==> src/rtl/test_add_suite_pkg.sv <==
// Shared types and golden vector tables for the add/vadd/mac
// self-checking harness.
package test_add_suite_pkg;

  localparam int LW = 8;
  localparam int LN = 4;
  localparam int NT = 8;

  typedef enum logic [2:0] {
    IDLE,
    RUN_ADD,
    RUN_VADD,
    RUN_MAC,
    DONE,
    FAIL
  } state_t;

  typedef logic [LW-1:0] lane_t;

  localparam lane_t ADD_A [NT] = '{
    8'd0, 8'd1, 8'd127, 8'd255,
    8'd200, 8'd255, 8'd15, 8'd85
  };
  localparam lane_t ADD_B [NT] = '{
    8'd0, 8'd2, 8'd1, 8'd1,
    8'd100, 8'd255, 8'd240, 8'd170
  };
  localparam lane_t ADD_Y [NT] = '{
    8'd0, 8'd3, 8'd128, 8'd0,
    8'd44, 8'd254, 8'd255, 8'd255
  };

  localparam lane_t MAC_A [NT] = '{
    8'd0, 8'd2, 8'd16, 8'd255,
    8'd10, 8'd128, 8'd7, 8'd3
  };
  localparam lane_t MAC_B [NT] = '{
    8'd0, 8'd3, 8'd16, 8'd255,
    8'd10, 8'd2, 8'd9, 8'd5
  };
  localparam lane_t MAC_C [NT] = '{
    8'd0, 8'd4, 8'd1, 8'd0,
    8'd56, 8'd0, 8'd200, 8'd255
  };
  localparam lane_t MAC_Y [NT] = '{
    8'd0, 8'd10, 8'd1, 8'd1,
    8'd156, 8'd0, 8'd7, 8'd14
  };

endpackage

==> src/rtl/test_add_suite_add_lane.sv <==
// 8-bit registered adder, wraps mod 256.
// Used once for ADD and once per VADD lane.
module add_lane
  import test_add_suite_pkg::*;
(
  input  logic  clock,
  input  logic  reset,
  input  lane_t a,
  input  lane_t b,
  output lane_t y
);

  always_ff @(posedge clock or negedge reset) begin
    if (!reset) y <= '0;
    else        y <= a + b;
  end

endmodule

==> config.mk <==
export PLATFORM = sky130hd
export DESIGN_NAME = add_lane
export DESIGN_NICKNAME = d
export VERILOG_FILES = /design/src/rtl/test_add_suite_pkg.sv /design/src/rtl/test_add_suite_add_lane.sv
export SDC_FILE = /design/constraint.sdc
export NUM_CORES = 1
export LEC_CHECK = 0
export ABC_AREA = 1
export ABC_CLOCK_PERIOD_IN_PS = 800
export CAP_MARGIN = 5
export CORE_AREA = 4 4 41 43
export CTS_CLUSTER_SIZE = 28
export DETAILED_ROUTE_END_ITERATION = 8
export DIE_AREA = 0 0 45 47
export DONT_BUFFER_PORTS = 1
export GPL_ROUTABILITY_DRIVEN = 0
export HOLD_SLACK_MARGIN = 0.06
export PLACE_DENSITY = 0.55
export SYNTH_ARGS = -nofsm -noshare
export SYNTH_HDL_FRONTEND = slang
export SYNTH_SLANG_ARGS = --single-unit
export TNS_END_PERCENT = 5
==> constraint.sdc <==
create_clock -name clock -period 0.8 [get_ports clock]
set_input_delay 0.16 -clock clock [delete_from_list [all_inputs] [get_ports clock]]
set_output_delay 0.16 -clock clock [all_outputs]
set_load 0.01 [all_outputs]
After elaboration in Yosys (flattened, before gate mapping) --
Index checks and enable logic that the tools add are counted.
Storage, ports and cells: flip-flop bits (word level) 8, output and inout bits 8, logic and storage cells 2
Cells by class: $add $sub $neg 1
Operators with widths (number):
- adder 8 bit | 1

Depth between registers and ports, before layout --
Gate-level depths: netlist (run 1).
depth after elaboration 1, mapped depth 10, mapped depth without buffers 10

Least setup slack after synthesis (run 1) --
No wires, ideal clock.
path type in2reg, start in a[0], end reg y[6], library setup time 116 ps, arrival time 1080 ps, data required time 684 ps, path slack -397 ps, cell stages on the path 9, path buffers 0, cell sequence ha_1 inv_1 fa_1 inv_1 nand2_1 nand2_1 nand3_1 nand3_1 nand2_1
On the way: cells in the longest elaborated chain, start to end 1
RTL lines:
- from (decl) | line test_add_suite_add_lane.sv:8 | input lane_t a,
- adder 8 bit | line test_add_suite_add_lane.sv:15 | else y <= a + b;
- to (signal assigned) | line test_add_suite_add_lane.sv:15
- to (decl) | line test_add_suite_add_lane.sv:10 | output lane_t y
Every way passes these cells.

Worst setup path in the final report (run 1) --
Ends and elaborated chain as after synthesis.

==> flow_metrics.tcl, run 1 <==
set metrics [dict create \
    yosysSeqAreaShare_pct 35.6 \
    status "complete, but fails checks" \
    start_util_pct 43.2 \
    synthesis.area_um2 562 \
    rsz0062_at_grt "yes" \
    avgSynthCellArea_um2 8.26 \
    antenna_found_initial 0 \
    finalCritPeriodShare_pct 112 \
    grt_usage_pct 11.2 \
    power_density_nw_per_um2 1620 \
    largest_register "y" \
    hold_viol_final 0 \
    grt_pass1_vias 383 \
    htreeDepth 1 \
    hold_path_end "y[7]" \
    cts.sinks 8 \
    fp.dieW_um 45 \
    grt_max_degree 9 \
    violations "setup timing" \
    numPortBuffers 0 \
    first_pass_iters 1 \
    worstPathArrival_ns 1.03 \
    root_buffer "clkbuf_4" \
    vias 441 \
    chipHeight_um 47 \
    synth_cells 68 \
    place_inst 89 \
    post_cts_buffers 0 \
    core_area_um2 1300 \
    wirelength_um 1020 \
    routed.top_layer "met3" \
    final_area_um2 714 \
    drive_gt1_share_pct 22.8 \
    min-delay-start "a[7]" \
    critPathLaunchType "input port" \
    crit_required_ns 0.93 \
    instances_no_fill 94 \
    cts_inserted_buffers 3 \
    wl_met2_um 553 \
    yosys.area_share.xor_xnor_pct 9.58 \
    worstPathCellList "ha_4 > inv_2 > fa_2 > inv_1 > nand2_1 > nand2_1 > nand3_1 > nand3_1 > nand2_1" \
    hp-class "in -> reg" \
    synth_compound_area_share_pct 1.78 \
    largest_register_ffs 8 \
    dieArea_um2 2120 \
    setup_slack_ns -0.0960 \
    grt.overflow.total 0 \
    max-slew-margin-rel_pct 76.7 \
    yosys-mux-area-fraction_pct 0 \
    dpl-instance-area_um2 641 \
    io_pins 26 \
    crit_slowest_cell "fa_2" \
    vias_per_cell 4.69 \
    peakVddDrop_v 0.000531 \
    drc 0 \
    synth-seq-cells 8 \
    slew_viol_final 0 \
    hpwl_um 915 \
    p_leak_uw 0.000373 \
    rows 13 \
    clk_path_buf_depth 2 \
    synth_cell_types 14 \
    synthAdderAreaFrac_pct 19.2 \
    nets 107 \
    worst_path_largest_cell_delay_ns 0.33 \
    synth_top_family_by_area "simple AND/OR/NAND/NOR gates" \
    wl_met1_um 401 \
    n_fill_cell 123 \
    dr_wl_met3_um 69 \
    synthSimpleGateAreaFrac_pct 25.2 \
    ant_nets 0 \
    end_kind "flop" \
    finalCriticalPeriod_ns 0.896 \
    cap_violations 0 \
    yosysWarnings 0 \
    drtIter0Drc 0 \
    area_growth_pct 27.2 \
    setup_viol 9 \
    worst_pin_slew_ns 0.349 \
    clock.fmax_mhz 1120 \
    syn-num-nets 94 \
    cp_max_fo 2 \
    cts_tree "built" \
    largestRegisters "y: 8 flops" \
    antenna_cells 0 \
    worstHoldPathCells 3 \
    crit_type "in -> reg" \
    cp_common_cell "nand2_1" \
    fin_hold_ws_ns 0.114 \
    grt_first_pass_wirelength_um 1660 \
    path_clk_slew_ns 0.05 \
    wl_per_cell_um 10.9 \
]
cells in the mapped netlist:
cell type / number / area [µm²]
a21oi_1: 2 / 10.0
clkinv_1: 1 / 3.75
dfrtp_1: 8 / 200
fa_1: 1 / 20.0
ha_1: 7 / 87.6
inv_1: 12 / 45.0
nand2_1: 21 / 78.8
nand2_2: 1 / 6.26
nand3_1: 5 / 25.0
nand3b_1: 1 / 7.51
nor2_1: 3 / 11.3
or2_1: 2 / 12.5
xnor2_1: 3 / 26.3
xnor2_4: 1 / 27.5
report_power, final:
part	internal (µW)	switching, µW	total (µW)
clock	171	121	292
combinational	173	152	324
sequential	475	63.7	539
cell usage in the layout (no fill, tap or decap), types with 2 or more instances in the layout:
master	count
ha_1	4
nand2_2	2
nand2_1	20
inv_1	11
nor2_1	3
or2_1	2
xnor2_1	3
nand3_1	5
dlygate4sd3_1	2
dfrtp_1	8
buf_4	6
ha_4	3
clkbuf_4	3
through the flow:
stage / worst slack, ns / utilization [%] / power [µW] / TNS [ns]
floorplan: -0.315 / - / 748 / -1.55
global placement: -0.354 / 49.2 / 831 / -1.93
detailed placement: -0.367 / 49.2 / 846 / -1.95
CTS: -0.0952 / 53.8 / 1180 / -0.340
global route: -0.140 / 54.9 / 1250 / -0.628
finish: -0.0960 / 54.9 / 1150 / -0.216
layer usage:
metal,vias to the layer above,global-route usage [%]
met5,-,0
met4,0,7.02
met3,0,2.30
met2,15,19.2
met1,196,12.7
li1,230,-
timing repair:
action / in CTS / in global routing
gates resized for setup: 2 / 2
hold buffers: 2 / 0
pin swaps: 3 / 0
setup endpoints to repair: 12 / 12
endpoints found under the hold margin: 9 / 0
worst max path at each step:
stage | start | to | slack (ns) | cells past startpoint
floorplan | a[0] | y[6] | -0.32 | 9
global placement | a[0] | y[6] | -0.35 | 9
detailed placement | a[0] | y[6] | -0.37 | 9
CTS | a[0] | y[6] | -0.1 | 9
global route | a[0] | y[6] | -0.14 | 9
finish | a[0] | y[6] | -0.1 | 9
worst max-delay path, delay by kind of cell:
| family | cells | cell delay [ns] |
|---|---|---|
| buf+inv | 2 | 0.09 |
| simple gates | 5 | 0.32 |
| fa+ha+maj | 2 | 0.45 |
final cells by class:
| type | count | area [µm²] | area share [%] |
|---|---|---|---|
| timing repair buffer | 8 | 65.1 | 9.11 |
| tap | 15 | 18.8 | 2.63 |
| inverter | 13 | 48.8 | 6.83 |
| clock buffer | 3 | 22.5 | 3.15 |
| sequential | 8 | 200 | 28.0 |
| multi-input combinational | 47 | 359 | 50.3 |
cell families (layout without fill, tap and decap cells):
logic type,Yosys count,count (layout)
AND/OR/NAND/NOR,33,33
buffers and inverters,13,24
adder cells (fa/ha/maj),8,8
flip-flops,8,8
XOR/XNOR,4,4
AO/OA/AOI/OAI,2,2
Power figures use the tool's default switching activity.
==> inputs of run 2 (changes only) <==
CAP_MARGIN = 10   (was 5)
SKIP_CTS_REPAIR_TIMING = 1   (was unset)
==> run 2 against run 1 <==
  * The flow still finishes with violations (setup timing)
  * Utilization up 1.7 points
  * Total power up 2.3%
  * Cell count unchanged
  * Maximum frequency down 0.17%
  * Design area up 3.2%
  * Sequential power about the same
  * Clock power about the same
  * Non-clock buffer count unchanged
  * Critical path type unchanged
  * Highest routed layer unchanged
==> flow_metrics.tcl, run 2 (synthesis gave the netlist of run 1 again) <==
set metrics [dict create \
    netSwitchingFraction_pct 29.6 \
    status "complete, but fails checks" \
    rsz0062_at_grt "yes" \
    seqPwrFrac_pct 45.6 \
    hp-class "in -> reg" \
    wl_per_cell_um 11.1 \
    finalCritPeriodShare_pct 112 \
    worst_pin_slew_ns 0.348 \
    instances_no_fill 94 \
    hold_path_end "y[7]" \
    nets 107 \
    numPortBuffers 0 \
    hold_viol_final 0 \
    worstPathCellList "ha_4 > inv_2 > fa_2 > inv_1 > nand2_1 > nand2_2 > nand2_2 > xnor2_2" \
    violations "setup timing" \
    post-place-ws_ns -0.367 \
    antenna_cells 0 \
    cpLargestDelayFamily "adder cells" \
    io_pins 26 \
    clock.fmax_mhz 1110 \
    root_buffer "clkbuf_4" \
    path_clk_slew_ns 0.05 \
    grt_pass1_vias 385 \
    n_fill_cell 117 \
    crit_required_ns 0.93 \
    critPathLaunchType "input port" \
    comb_power_share_pct 29.6 \
    worstPathArrival_ns 1.03 \
    end_kind "flop" \
    wirelength_um 1050 \
    peakVddDrop_v 0.000553 \
    finalCriticalPeriod_ns 0.897 \
    vias_per_cell 4.76 \
    setup_slack_ns -0.0975 \
    grt.overflow.total 0 \
    final_cell_mix "18 x nand2_1, 11 x inv_1, 8 x dfrtp_1, 6 x buf_4" \
    drc 0 \
    crit_cells 8 \
    largest_register_ffs 8 \
    chipHeight_um 47 \
    area_growth_pct 31.2 \
    switchingPower_uw 350 \
    worst_path_largest_cell_delay_ns 0.33 \
    path_buf_inv 2 \
    drive_gt1_share_pct 29.1 \
    power.total_uw 1180 \
    hpwl_um 915 \
    vias 447 \
    grt_max_degree 9 \
    multi_input_area_um2 382 \
    dieArea_um2 2120 \
    worstHoldPathCells 3 \
    layout_commonest_cell "nand2_1" \
    cts.sinks 8 \
    power_density_nw_per_um2 1600 \
    cts_tree "built" \
    crit_slowest_cell "fa_2" \
    cp_max_fo 2 \
    drtIter0Drc 1 \
    clk_path_buf_depth 2 \
    regArea_um2 200 \
    largestRegisters "y: 8 flops" \
    rows 13 \
    p_int_uw 832 \
    antenna_found_initial 0 \
    ant_nets 0 \
    min-delay-start "a[7]" \
    largest_register "y" \
    p_clk_share_pct 24.7 \
    start_util_pct 43.2 \
    p_leak_uw 0.000380 \
    setup_viol 8 \
    cts_inserted_buffers 3 \
    fin_util_pct 56.6 \
    place_inst 89 \
    fp.dieW_um 45 \
    core_area_um2 1300 \
    max-slew-margin-rel_pct 76.8 \
    first_pass_iters 2 \
    crit_type "in -> reg" \
    htreeDepth 1 \
    cp_common_cell "nand2_2" \
    grt_usage_pct 11.1 \
    slew_viol_final 0 \
    grt_first_pass_wirelength_um 1640 \
    cap_violations 0 \
]
-- run 2: stage by stage --
step | setup TNS, ns | hold WS (ns) | cell area, µm²
floorplan | -1.55 | -0.136 | 577
global placement | -1.93 | -0.135 | 641
detailed placement | -1.95 | -0.135 | 641
CTS | -0.430 | -0.404 | 663
global route | -0.707 | 0.128 | 737
finish | -0.303 | 0.114 | 737
-- run 2: layout make-up --
type                            count  share of cell area (%)
Clock buffer                        3                    3.06
Timing Repair Buffer                8                    8.83
Inverter                           13                    6.62
Sequential cell                     8                    27.2
Multi-Input combinational cell     47                    51.8
Tap cell                           15                    2.55
-- run 2: worst max-delay path by stage --
stage	from	endpoint	slack [ns]
after floorplan	a[0]	y[6]	-0.32
after global placement	a[0]	y[6]	-0.35
after detailed placement	a[0]	y[6]	-0.37
after CTS	a[0]	y[6]	-0.11
after global routing	a[0]	y[6]	-0.14
final	a[0]	y[4]	-0.1
-- run 2: tightest hold or removal path: stages --
cell	delay, ns
xnor2_4	0.04
nand2_1	0.05
nand2_1	0.05
-- run 2: power by group through the flow --
stage	clock network (µW)	registers (µW)	logic (µW)
floorplan	0	537	211
global placement	0	543	288
detailed placement	0	551	295
CTS	310	543	297
global route	327	549	401
finish	292	539	350
-- run 2: routing by layer --
| layer | part of all wire, % | global-route usage [%] |
|---|---|---|
| met1 | 39 | 12.2 |
| met3 | 6.1 | 2.30 |
| met4 | 0 | 7.02 |
| met5 | 0 | 0 |
| met2 | 55 | 19.5 |
